==> src/rtl/vector_add_writeback_if.sv <==
// Handshake bundle between the vector add unit, the writeback collector and the VRF write port.
// master drives result beats and VRF ready; slave is the collector.
interface vector_add_writeback_if #(
  parameter int SLICE_ADDR_WIDTH = 8
);
  logic                        in_valid;
  logic                        in_ready;
  logic [63:0]                 in_vd;
  logic [63:0]                 in_vd_high;
  logic [1:0]                  in_bit_mode;
  logic                        in_mask_mode;
  logic                        in_widening_mode;
  logic [SLICE_ADDR_WIDTH-1:0] in_base_addr;
  logic                        in_last;
  logic                        wb_valid;
  logic                        wb_ready;
  logic [SLICE_ADDR_WIDTH-1:0] wb_addr;
  logic [63:0]                 wb_data;
  logic [7:0]                  wb_byte_enable;
  logic                        wb_last;
  logic                        done;
  logic [31:0]                 perf_write_count;
  logic [31:0]                 perf_stall_count;

  modport master (
    output in_valid, in_vd, in_vd_high, in_bit_mode, in_mask_mode, in_widening_mode,
           in_base_addr, in_last, wb_ready,
    input  in_ready, wb_valid, wb_addr, wb_data, wb_byte_enable, wb_last, done,
           perf_write_count, perf_stall_count
  );

  modport slave (
    input  in_valid, in_vd, in_vd_high, in_bit_mode, in_mask_mode, in_widening_mode,
           in_base_addr, in_last, wb_ready,
    output in_ready, wb_valid, wb_addr, wb_data, wb_byte_enable, wb_last, done,
           perf_write_count, perf_stall_count
  );
endinterface

==> src/rtl/vector_add_writeback.sv <==
// Turns vector add result beats into VRF slice writes (plain, widened, packed mask); one-cycle latency,
// in_ready drops while the output register is stalled or the widened high word is pending.
// Optional perf counters: DRAGONFANG_WB_PERF_COUNTERS_EN.
module vector_add_writeback #(
  parameter int SLICE_ADDR_WIDTH = 8
) (
  input logic                   clock,
  input logic                   reset,
  vector_add_writeback_if.slave bus
);
  localparam logic [1:0] ENABLED_8BIT_MODE  = 2'd0;
  localparam logic [1:0] ENABLED_16BIT_MODE = 2'd1;
  localparam logic [1:0] ENABLED_32BIT_MODE = 2'd2;
  localparam logic [1:0] ENABLED_64BIT_MODE = 2'd3;

  typedef logic [SLICE_ADDR_WIDTH-1:0] addr_t;
  typedef enum logic [1:0] {IDLE, RUN, HIGH} state_t;

  state_t      state_q, state_d;
  logic        wb_valid_q, wb_valid_d;
  addr_t       wb_addr_q, wb_addr_d;
  logic [63:0] wb_data_q, wb_data_d;
  logic [7:0]  wb_be_q, wb_be_d;
  logic        wb_last_q, wb_last_d;
  logic [1:0]  bit_mode_q, bit_mode_d;
  logic        mask_q, mask_d, widen_q, widen_d;
  addr_t       base_q, base_d, idx_q, idx_d;
  logic [63:0] acc_q, acc_d, high_q, high_d;
  logic [6:0]  fill_q, fill_d;
  logic        high_last_q, high_last_d;

  logic        accept, wb_fire, first;
  logic [1:0]  bm_e;
  logic        mask_e, widen_e;
  addr_t       base_e, idx_e;
  logic [63:0] acc_e, bits, acc_new;
  logic [6:0]  fill_e, fill_new, ebits;
  logic [7:0]  be_new;

  assign bus.in_ready = !reset && (state_q != HIGH) && (!wb_valid_q || bus.wb_ready);
  assign accept       = bus.in_valid && bus.in_ready;
  assign wb_fire      = wb_valid_q && bus.wb_ready;

  always_comb begin
    state_d     = state_q;
    wb_valid_d  = wb_valid_q;
    wb_addr_d   = wb_addr_q;
    wb_data_d   = wb_data_q;
    wb_be_d     = wb_be_q;
    wb_last_d   = wb_last_q;
    bit_mode_d  = bit_mode_q;
    mask_d      = mask_q;
    widen_d     = widen_q;
    base_d      = base_q;
    idx_d       = idx_q;
    acc_d       = acc_q;
    fill_d      = fill_q;
    high_d      = high_q;
    high_last_d = high_last_q;

    // The first beat of an instruction supplies mode and base; later beats use the latched copies.
    first   = (state_q == IDLE);
    bm_e    = first ? bus.in_bit_mode      : bit_mode_q;
    mask_e  = first ? bus.in_mask_mode     : mask_q;
    widen_e = first ? bus.in_widening_mode : widen_q;
    base_e  = first ? bus.in_base_addr     : base_q;
    idx_e   = first ? '0 : idx_q;
    acc_e   = first ? '0 : acc_q;
    fill_e  = first ? '0 : fill_q;

    unique case (bm_e)
      ENABLED_8BIT_MODE:  begin ebits = 7'd8; bits = {56'b0, bus.in_vd[7:0]}; end
      ENABLED_16BIT_MODE: begin ebits = 7'd4; bits = {60'b0, bus.in_vd[3:0]}; end
      ENABLED_32BIT_MODE: begin ebits = 7'd2; bits = {62'b0, bus.in_vd[1:0]}; end
      default:            begin ebits = 7'd1; bits = {63'b0, bus.in_vd[0]};   end
    endcase
    acc_new  = acc_e | (bits << fill_e);
    fill_new = fill_e + ebits;
    be_new   = '0;
    for (int i = 0; i < 8; i++) be_new[i] = (fill_new > 7'(8 * i));

    if (wb_fire) wb_valid_d = 1'b0;

    unique case (state_q)
      IDLE, RUN: begin
        if (accept) begin
          bit_mode_d = bm_e;
          mask_d     = mask_e;
          widen_d    = widen_e;
          base_d     = base_e;
          idx_d      = idx_e;
          acc_d      = acc_e;
          fill_d     = fill_e;
          state_d    = bus.in_last ? IDLE : RUN;
          if (widen_e) begin
            wb_valid_d  = 1'b1;
            wb_addr_d   = base_e + idx_e;
            wb_data_d   = bus.in_vd;
            wb_be_d     = 8'hFF;
            wb_last_d   = 1'b0;
            high_d      = bus.in_vd_high;
            high_last_d = bus.in_last;
            state_d     = HIGH;
          end else if (mask_e) begin
            // Flush only on a full word or the final beat; otherwise just accumulate.
            if (fill_new == 7'd64 || bus.in_last) begin
              wb_valid_d = 1'b1;
              wb_addr_d  = base_e + idx_e;
              wb_data_d  = acc_new;
              wb_be_d    = be_new;
              wb_last_d  = bus.in_last;
              idx_d      = idx_e + addr_t'(1);
              acc_d      = '0;
              fill_d     = '0;
            end else begin
              acc_d  = acc_new;
              fill_d = fill_new;
            end
          end else begin
            wb_valid_d = 1'b1;
            wb_addr_d  = base_e + idx_e;
            wb_data_d  = bus.in_vd;
            wb_be_d    = 8'hFF;
            wb_last_d  = bus.in_last;
            idx_d      = idx_e + addr_t'(1);
          end
        end
      end
      HIGH: begin
        if (wb_fire) begin
          wb_valid_d = 1'b1;
          wb_addr_d  = base_q + idx_q + addr_t'(1);
          wb_data_d  = high_q;
          wb_be_d    = 8'hFF;
          wb_last_d  = high_last_q;
          idx_d      = idx_q + addr_t'(2);
          state_d    = high_last_q ? IDLE : RUN;
        end
      end
      default: state_d = IDLE;
    endcase
  end

  always_ff @(posedge clock) begin
    if (reset) begin
      state_q     <= IDLE;
      wb_valid_q  <= 1'b0;
      wb_addr_q   <= '0;
      wb_data_q   <= '0;
      wb_be_q     <= '0;
      wb_last_q   <= 1'b0;
      bit_mode_q  <= '0;
      mask_q      <= 1'b0;
      widen_q     <= 1'b0;
      base_q      <= '0;
      idx_q       <= '0;
      acc_q       <= '0;
      fill_q      <= '0;
      high_q      <= '0;
      high_last_q <= 1'b0;
    end else begin
      state_q     <= state_d;
      wb_valid_q  <= wb_valid_d;
      wb_addr_q   <= wb_addr_d;
      wb_data_q   <= wb_data_d;
      wb_be_q     <= wb_be_d;
      wb_last_q   <= wb_last_d;
      bit_mode_q  <= bit_mode_d;
      mask_q      <= mask_d;
      widen_q     <= widen_d;
      base_q      <= base_d;
      idx_q       <= idx_d;
      acc_q       <= acc_d;
      fill_q      <= fill_d;
      high_q      <= high_d;
      high_last_q <= high_last_d;
    end
  end

  assign bus.wb_valid       = wb_valid_q;
  assign bus.wb_addr        = wb_addr_q;
  assign bus.wb_data        = wb_data_q;
  assign bus.wb_byte_enable = wb_be_q;
  assign bus.wb_last        = wb_last_q;
  assign bus.done           = wb_fire && wb_last_q;

`ifdef DRAGONFANG_WB_PERF_COUNTERS_EN
  logic [31:0] write_cnt_q, stall_cnt_q;
  always_ff @(posedge clock) begin
    if (reset) begin
      write_cnt_q <= '0;
      stall_cnt_q <= '0;
    end else begin
      if (wb_fire) write_cnt_q <= write_cnt_q + 32'd1;
      if (wb_valid_q && !bus.wb_ready) stall_cnt_q <= stall_cnt_q + 32'd1;
    end
  end
  assign bus.perf_write_count = write_cnt_q;
  assign bus.perf_stall_count = stall_cnt_q;
`else
  assign bus.perf_write_count = '0;
  assign bus.perf_stall_count = '0;
`endif
endmodule

==> src/flat_wrapper.sv <==
// flat-port wrapper written by rule: the top's interface ports become plain ports
module vector_add_writeback_flat 
#(
  parameter int SLICE_ADDR_WIDTH = 8
)
  (clock, reset, bus_in_valid, bus_in_vd, bus_in_vd_high, bus_in_bit_mode, bus_in_mask_mode, bus_in_widening_mode, bus_in_base_addr, bus_in_last, bus_wb_ready, bus_in_ready, bus_wb_valid, bus_wb_addr, bus_wb_data, bus_wb_byte_enable, bus_wb_last, bus_done, bus_perf_write_count, bus_perf_stall_count);
  vector_add_writeback_if #(.SLICE_ADDR_WIDTH(SLICE_ADDR_WIDTH)) bus_i ();
  input logic clock;
  input logic reset;
  input wire logic [$bits(bus_i.in_valid)-1:0] bus_in_valid;
  input wire logic [$bits(bus_i.in_vd)-1:0] bus_in_vd;
  input wire logic [$bits(bus_i.in_vd_high)-1:0] bus_in_vd_high;
  input wire logic [$bits(bus_i.in_bit_mode)-1:0] bus_in_bit_mode;
  input wire logic [$bits(bus_i.in_mask_mode)-1:0] bus_in_mask_mode;
  input wire logic [$bits(bus_i.in_widening_mode)-1:0] bus_in_widening_mode;
  input wire logic [$bits(bus_i.in_base_addr)-1:0] bus_in_base_addr;
  input wire logic [$bits(bus_i.in_last)-1:0] bus_in_last;
  input wire logic [$bits(bus_i.wb_ready)-1:0] bus_wb_ready;
  output wire logic [$bits(bus_i.in_ready)-1:0] bus_in_ready;
  output wire logic [$bits(bus_i.wb_valid)-1:0] bus_wb_valid;
  output wire logic [$bits(bus_i.wb_addr)-1:0] bus_wb_addr;
  output wire logic [$bits(bus_i.wb_data)-1:0] bus_wb_data;
  output wire logic [$bits(bus_i.wb_byte_enable)-1:0] bus_wb_byte_enable;
  output wire logic [$bits(bus_i.wb_last)-1:0] bus_wb_last;
  output wire logic [$bits(bus_i.done)-1:0] bus_done;
  output wire logic [$bits(bus_i.perf_write_count)-1:0] bus_perf_write_count;
  output wire logic [$bits(bus_i.perf_stall_count)-1:0] bus_perf_stall_count;
  assign bus_i.in_valid = bus_in_valid;
  assign bus_i.in_vd = bus_in_vd;
  assign bus_i.in_vd_high = bus_in_vd_high;
  assign bus_i.in_bit_mode = bus_in_bit_mode;
  assign bus_i.in_mask_mode = bus_in_mask_mode;
  assign bus_i.in_widening_mode = bus_in_widening_mode;
  assign bus_i.in_base_addr = bus_in_base_addr;
  assign bus_i.in_last = bus_in_last;
  assign bus_i.wb_ready = bus_wb_ready;
  assign bus_in_ready = bus_i.in_ready;
  assign bus_wb_valid = bus_i.wb_valid;
  assign bus_wb_addr = bus_i.wb_addr;
  assign bus_wb_data = bus_i.wb_data;
  assign bus_wb_byte_enable = bus_i.wb_byte_enable;
  assign bus_wb_last = bus_i.wb_last;
  assign bus_done = bus_i.done;
  assign bus_perf_write_count = bus_i.perf_write_count;
  assign bus_perf_stall_count = bus_i.perf_stall_count;
  vector_add_writeback #(.SLICE_ADDR_WIDTH(SLICE_ADDR_WIDTH)) u_core (.clock(clock), .reset(reset), .bus(bus_i));
endmodule
==> config.mk <==
export PLATFORM = sky130hd
export DESIGN_NAME = vector_add_writeback_flat
export DESIGN_NICKNAME = d
export VERILOG_FILES = /design/src/rtl/vector_add_writeback_if.sv /design/src/rtl/vector_add_writeback.sv /design/src/flat_wrapper.sv
export SDC_FILE = /design/constraint.sdc
export NUM_CORES = 1
export LEC_CHECK = 0
export BUFFER_PORTS_ARGS = -buffer_cell sky130_fd_sc_hd__buf_4
export CAP_MARGIN = 20
export CORE_MARGIN = 1.5
export CORE_UTILIZATION = 50
export DETAILED_ROUTE_END_ITERATION = 6
export GPL_TIMING_DRIVEN = 0
export PLACE_DENSITY = 0.74
export SLEW_MARGIN = 25
export SYNTH_ARGS = -nofsm -noshare
export SYNTH_HDL_FRONTEND = slang
export SYNTH_SLANG_ARGS = --single-unit
==> constraint.sdc <==
create_clock -name clock -period 5.25 [get_ports clock]
set_input_delay 0.2625 -clock clock [delete_from_list [all_inputs] [get_ports clock]]
set_output_delay 0.2625 -clock clock [all_outputs]
set_load 0.05 [all_outputs]
==> flow_summary.json, run 1 <==
{
  "clockRootBuffer": "clkbuf_16",
  "path_buf_inv": 8,
  "nNetsFinal": 2336,
  "viasPerCell": 6.645,
  "dr.pass1.iters": 7,
  "power_density_nw_per_um2": 320.5,
  "num_vias": 16778,
  "grt_max_degree": 20,
  "crit_family": "buffers and inverters",
  "place_inst": 2408,
  "p_total_mw": 5.609,
  "setup_viol": 0,
  "layoutNonFillerInstCount": 2525,
  "rsz0062_at_grt": "no",
  "synth_edf_count": 0,
  "yosysUniqueCellTypes": 84,
  "routed_wl_um": 71600,
  "p_int_mw": 3.573,
  "num_rows": 59,
  "dpl.hpwl_um": 51430,
  "drt_iter0_drc": 2753,
  "clock_power_share_pct": 37.5,
  "first_global_vias": 16239,
  "yosys_warnings": 0,
  "dpl_cell_area_um2": 15820,
  "grt_pass1_wl_um": 103500,
  "start_util_pct": 51.26,
  "fin_util_pct": 66.77,
  "path_common_cell": "buf_4",
  "syn_to_final_growth_pct": 30.27,
  "drc": 4,
  "hold_violations": 0,
  "htree_levels": 1,
  "async_flop_share_pct": 0,
  "ys_ff_latch": 240,
  "routedWlPerCell_um": 28.36,
  "drive_gt1_share_pct": 19.10,
  "final.min_clock_period_ns": 5.187,
  "cts.sinks": 240,
  "worstPathArrival_ns": 5.65,
  "tightest_slew_ns": 1.313,
  "endpoint_kind": "flop",
  "syn_inst": 1783,
  "skew_ns": 0.01664,
  "slowest_delay_ns": 0.50,
  "p_leak_nw": 7.081,
  "port_buffers": 226,
  "period_share_pct": 98.81,
  "slew_violations": 0,
  "seqPwrFrac_pct": 35.4,
  "synth_flop_cell": "dfxtp_1",
  "synth_area_um2": 13430,
  "outcome": "finished with violations",
  "ir_drop_v": 0.0002282,
  "cp-startpoint": "u_core.state_q[0]",
  "cts_tree": "yes",
  "worstReg2RegStart": "u_core.state_q[0]",
  "grt_util_all_layers_pct": 50.10,
  "switching_share_pct": 36.30,
  "grt-ovfl-total": 0,
  "power.switching_mw": 2.036,
  "slowest_stage": "or3_1",
  "gp_congestion": 1.094,
  "start_kind": "flop",
  "core-area_um2": 26210,
  "yosysSeqAreaShare_pct": 35.77,
  "die_w_um": 166.9,
  "path_max_fanout": 10,
  "maxCapViolations": 0,
  "syn_avg_cell_area_um2": 7.534,
  "critPathRequiredTime_ns": 5.71,
  "power_frac_comb_pct": 27.1,
  "slew_headroom_pct": 12.49,
  "clkTransAtPathRegs_ns": 0.07,
  "antenna_left": 0,
  "violations": "design-rule violations",
  "clockBufferDepth": 3,
  "hold_path_class": "in2reg",
  "timing_worst_setup_path_type": "reg2reg",
  "die_h_um": 166.9,
  "dieArea_um2": 27860,
  "ios": 293,
  "cts_buffers": 27,
  "fmax_mhz": 192.8,
  "clk_latency_ns": 0.57,
  "crit_chain": "buf_4 > nor2_2 > clkbuf_4 > clkbuf_4 > buf_4 > nand3b_1 > o21ai_0 > inv_1 > fa_1 > inv_1 > or3_1 > o21bai_2 > a21oi_4 > a211oi_4 > a21oi_4 > buf_4 > buf_4 > o211ai_1 > o32ai_1",
  "fin_area_um2": 17500,
  "min_from": "bus_in_bit_mode[0]",
  "antenna_found_initial": 2
}
-- routing by layer --
layer,GRT usage [%],share of wire (%),up-vias
met5,0,0.042,-
met4,43.48,10,4
met3,15.07,14,453
met2,73.33,41,1624
met1,59.81,34,7655
li1,-,-,7042
-- cell families (layout without fill, tap and decap cells) --
group                      Yosys count  after routing  synth area share (%)
AOI/OAI and AO/OA                  615            615                 30.04
xor gates and xnor gates            19             19                 1.239
adders and majority gates           23             23                 2.310
buffers and inverters              236            579                 8.932
DFF                                240            240                 35.77
muxes                               17             17                 1.481
other                                1             65               0.02792
and+or+nand+nor                    632            632                 20.20
-- power by group through the flow --
stage | clock (mW) | combinational (mW) | sequential (mW)
6_report | 2.11 | 1.52 | 1.98
5_1_grt | 2.15 | 1.56 | 1.99
4_1_cts | 2.07 | 1.44 | 1.98
3_5_place_dp | 0 | 1.39 | 2.01
3_3_place_gp | 0 | 1.37 | 2.01
2_1_floorplan | 0 | 0.682 | 2.17
-- per-stage QoR --
| step | hold WS, ns | setup WS, ns | setup TNS (ns) |
|---|---|---|---|
| 2_1_floorplan | 0.3985 | 1.020 | 0 |
| 3_5_place_dp | 0.4436 | -1.292 | -156.48 |
| 3_3_place_gp | 0.4369 | -1.167 | -133.77 |
| 6_report | 0.01390 | 0.06259 | 0 |
| 5_1_grt | 0.03404 | 0.03977 | 0 |
| 4_1_cts | 0.01233 | 0.002601 | 0 |
-- sequential cells by signal, summed over array words and instances, names as in the netlist --
register / flops
u_core.fill_q: 7
u_core.bus.wb_byte_enable: 8
u_core.bus.wb_valid: 1
u_core.bus.wb_last: 1
u_core.high_q: 64
u_core.mask_q: 1
u_core.base_q: 8
u_core.acc_q: 64
u_core.bus.wb_addr: 8
u_core.bus.wb_data: 64
u_core.bit_mode_q: 2
u_core.high_last_q: 1
u_core.idx_q: 8
u_core.state_q: 2
u_core.widen_q: 1
-- cell type report --
| cell class | count | area, um^2 |
|---|---|---|
| Fill cell | 2184 | 8707 |
| Multi-Input combinational cell | 1370 | 7699 |
| Sequential cell | 240 | 4805 |
| Timing Repair Buffer | 295 | 2380 |
| Buffer | 204 | 1102 |
| Clock buffer | 34 | 752.0 |
| Tap cell | 335 | 419.2 |
| Clock inverter | 16 | 227.7 |
| Inverter | 30 | 112.6 |
| Antenna cell | 1 | 2.502 |
-- repair_timing --
item,in CTS,in global routing
endpoints found under the setup margin,160,132
buffers inserted,2,0
hold endpoints to repair,66,0
pin swaps,1,0
hold buffers,66,0
gates resized for setup,11,11
-- worst min-delay path, delay by kind of cell --
kind / cells / cell delay, ns
simple gates: 1 / 0.07
compound gates: 1 / 0.06
buf+inv: 1 / 0.13
-- layout by cell type, fill, tap and decap left out, types with 23 or more instances in the layout --
cell           netlist  layout
a22o_1              25      25
conb_1               1      64
nor3_1              50      47
dfxtp_1            240     240
nor2_1             140     139
buf_4               68     298
buf_2               26      24
nand2_1            324     324
dlygate4sd3_1        0      66
a31oi_1             26      26
a21oi_1            198     198
inv_1               24      24
clkbuf_16            0      27
o2bb2ai_1           23      23
nand3_1             38      38
clkbuf_1            93      89
o21ai_0            133     133
a211oi_1            31      31
-- path summary, 6_finish.rpt --
kind | slack [ns] | end | cells after the start
worst max-delay path | 0.06 | u_core.bus.wb_data[36] | 19
worst min-delay path | 0.01 | u_core.bit_mode_q[0] | 3
worst max register to register | 0.06 | u_core.bus.wb_data[36] | 19
worst min register to register | 0.46 | u_core.acc_q[20] | 2
-- synthesized netlist by cell type, types with 25 or more instances --
| cell type | instances | area [um^2] |
|---|---|---|
| nand2_1 | 324 | 1216 |
| dfxtp_1 | 240 | 4805 |
| a21oi_1 | 198 | 991.0 |
| nor2_1 | 140 | 525.5 |
| o21ai_0 | 133 | 665.6 |
| clkbuf_1 | 93 | 349.1 |
| buf_4 | 68 | 510.5 |
| nor3_1 | 50 | 250.2 |
| nand3_1 | 38 | 190.2 |
| a211oi_1 | 31 | 232.7 |
| a31oi_1 | 26 | 162.7 |
| buf_2 | 26 | 130.1 |
| a22o_1 | 25 | 219.0 |
(Power assumes the default switching activity.)
==> run 2, diff against run 1 <==
Settings changed: SETUP_SLACK_MARGIN from default to 0.5.
==> run 2 against run 1 <==
  * The run now ends clean
  * Critical path depth is the same
  * Fmax is 8.5% higher
  * Clock skew up 0.0013 ns
  * Flip-flop and latch count unchanged
  * Setup slack improved by 0.40 ns
  * Count of clock-buffer cells in the layout did not move
  * Core utilization up 0.50 points
  * Sequential power barely moved
  * Largest cell class unchanged
==> flow_summary.json, run 2 (synthesis gave the netlist of run 1 again) <==
{
  "slew_violations": 0,
  "skew_ns": 0.01797,
  "maxCapViolations": 0,
  "clockBufferDepth": 3,
  "ir_drop_v": 0.0002312,
  "grt-ovfl-total": 0,
  "dp_slack_ns": -1.292,
  "ios": 293,
  "viasPerCell": 6.697,
  "grt_util_met2_pct": 73.75,
  "core-area_um2": 26210,
  "final.min_clock_period_ns": 4.783,
  "antenna_found_initial": 3,
  "fmax_mhz": 209.1,
  "timing_worst_setup_path_type": "reg2reg",
  "outcome": "complete, no violations",
  "endpoint_kind": "flop",
  "path_max_fanout": 10,
  "cts_tree": "yes",
  "slew_headroom_pct": 15.66,
  "routedWlPerCell_um": 28.37,
  "period_share_pct": 91.10,
  "fin_area_um2": 17630,
  "clockRootBuffer": "clkbuf_16",
  "drive_gt1_share_pct": 19.67,
  "grt_util_all_layers_pct": 50.23,
  "drt_iter0_drc": 2758,
  "syn_to_final_growth_pct": 31.25,
  "rsz0062_at_grt": "no",
  "grtUsageMet3_pct": 15.07,
  "port_buffers": 226,
  "routed_wl_um": 71830,
  "start_kind": "flop",
  "setup_viol": 0,
  "hold_path_class": "in2reg",
  "most-common-layout-cells": "nand2_1 (324), buf_4 (307), dfxtp_1 (240), a21oi_1 (195), nor2_1 (138)",
  "nNetsFinal": 2343,
  "critPathRequiredTime_ns": 5.73,
  "die_h_um": 166.9,
  "tightest_slew_ns": 1.265,
  "power_density_nw_per_um2": 319.4,
  "htree_levels": 1,
  "dpl_cell_area_um2": 15820,
  "worstPathArrival_ns": 5.26,
  "clk_latency_ns": 0.57,
  "start_util_pct": 51.26,
  "num_vias": 16956,
  "use_met1_pct": 59.90,
  "grt_max_degree": 15,
  "cts.sinks": 240,
  "gr-max-usage-layer": "met2",
  "drc": 0,
  "dpl.hpwl_um": 51430,
  "gp_congestion": 1.094,
  "antenna_left": 0,
  "cts_buffers": 27,
  "grt_pass1_wl_um": 103800,
  "dr.pass1.iters": 7,
  "clkTransAtPathRegs_ns": 0.07,
  "dieArea_um2": 27860,
  "hold_violations": 0,
  "first_global_vias": 16270,
  "final_common_cell": "nand2_1",
  "num_rows": 59,
  "p_leak_nw": 7.139,
  "worst_slack_ns": 0.4674,
  "die_w_um": 166.9
}
[run 2: cell types whose count changed in the layout (fill, tap and decap cells not counted), moves of 2 or more]
cell and change:
clkbuf_1 -2, buf_2 -4, clkbuf_4 -3, clkbuf_8 +2, buf_6 +2, buf_4 +9
clkbuf_2 +2, a21oi_2 +2, a21oi_1 -3
[run 2: per-stage QoR]
stage	utilization [%]	std cells	setup TNS (ns)	hold slack, ns	total power, mW
after floorplan	-	1846	0	0.3985	2.854
after global placement	60.23	2407	-133.77	0.4369	3.389
after detailed placement	60.37	2408	-156.48	0.4436	3.403
after CTS	67.01	2527	0	0.01233	5.499
after global routing	67.27	2531	0	0.03698	5.711
final	67.28	2532	0	0.01615	5.631
[run 2: worst paths after layout]
| kind | startpoint | endpoint | slack (ns) | depth (start not counted) |
|---|---|---|---|---|
| worst max-delay path | u_core.state_q[1] | u_core.acc_q[4] | 0.47 | 19 |
| worst min register to register | u_core.high_q[53] | u_core.high_q[53] | 0.45 | 2 |
| worst min-delay path | bus_in_bit_mode[0] | u_core.bit_mode_q[0] | 0.02 | 3 |
| worst max register to register | u_core.state_q[1] | u_core.acc_q[4] | 0.47 | 19 |
[run 2: cell type report]
type | count | area [um^2]
multi-input combinational | 1370 | 7732
antenna | 1 | 2.502
buffer | 206 | 1150
tap | 335 | 419.2
inverter | 30 | 112.6
clock buffer | 34 | 752.0
clock inverter | 16 | 227.7
fill | 2162 | 8576
sequential | 240 | 4805
timing repair buffer | 300 | 2430
[run 2: metal layers]
layer | vias to the layer above | part of all wire (%)
met1 | 7800 | 35
met2 | 1630 | 41
met5 | - | 0.038
met3 | 472 | 14
li1 | 7050 | -
met4 | 4 | 11
[run 2: critical path, cell delays in order (launching register included)]
cell and delay, ns:
dfxtp_1 0.33, buf_6 0.15, or2_1 0.13, buf_6 0.14, buf_4 0.20, clkbuf_8 0.22, clkbuf_8 0.24, buf_6 0.24
nor3b_1 0.08, a31o_2 0.23, ha_1 0.37, nand3_1 0.17, and3_1 0.26, o21bai_4 0.27, a21oi_4 0.10, a2111oi_4 0.52
buf_2 0.40, buf_4 0.32, nand2_1 0.12, o2bb2ai_1 0.19
[run 2: timing repair]
action,4_1_cts,5_1_grt
pin swaps,2,1
resized for setup,30,9
endpoints found under the setup margin,161,134
buffers inserted,3,4
hold buffers,66,0
hold endpoints to repair,66,0
[run 2: power breakdown]
group / internal, mW / leakage (nW) / total [mW] / switching, mW
Combinational: 0.453 / 4.72 / 1.54 / 1.09
Clock: 1.23 / 0.469 / 2.10 / 0.878
Sequential: 1.91 / 1.95 / 1.98 / 0.0752
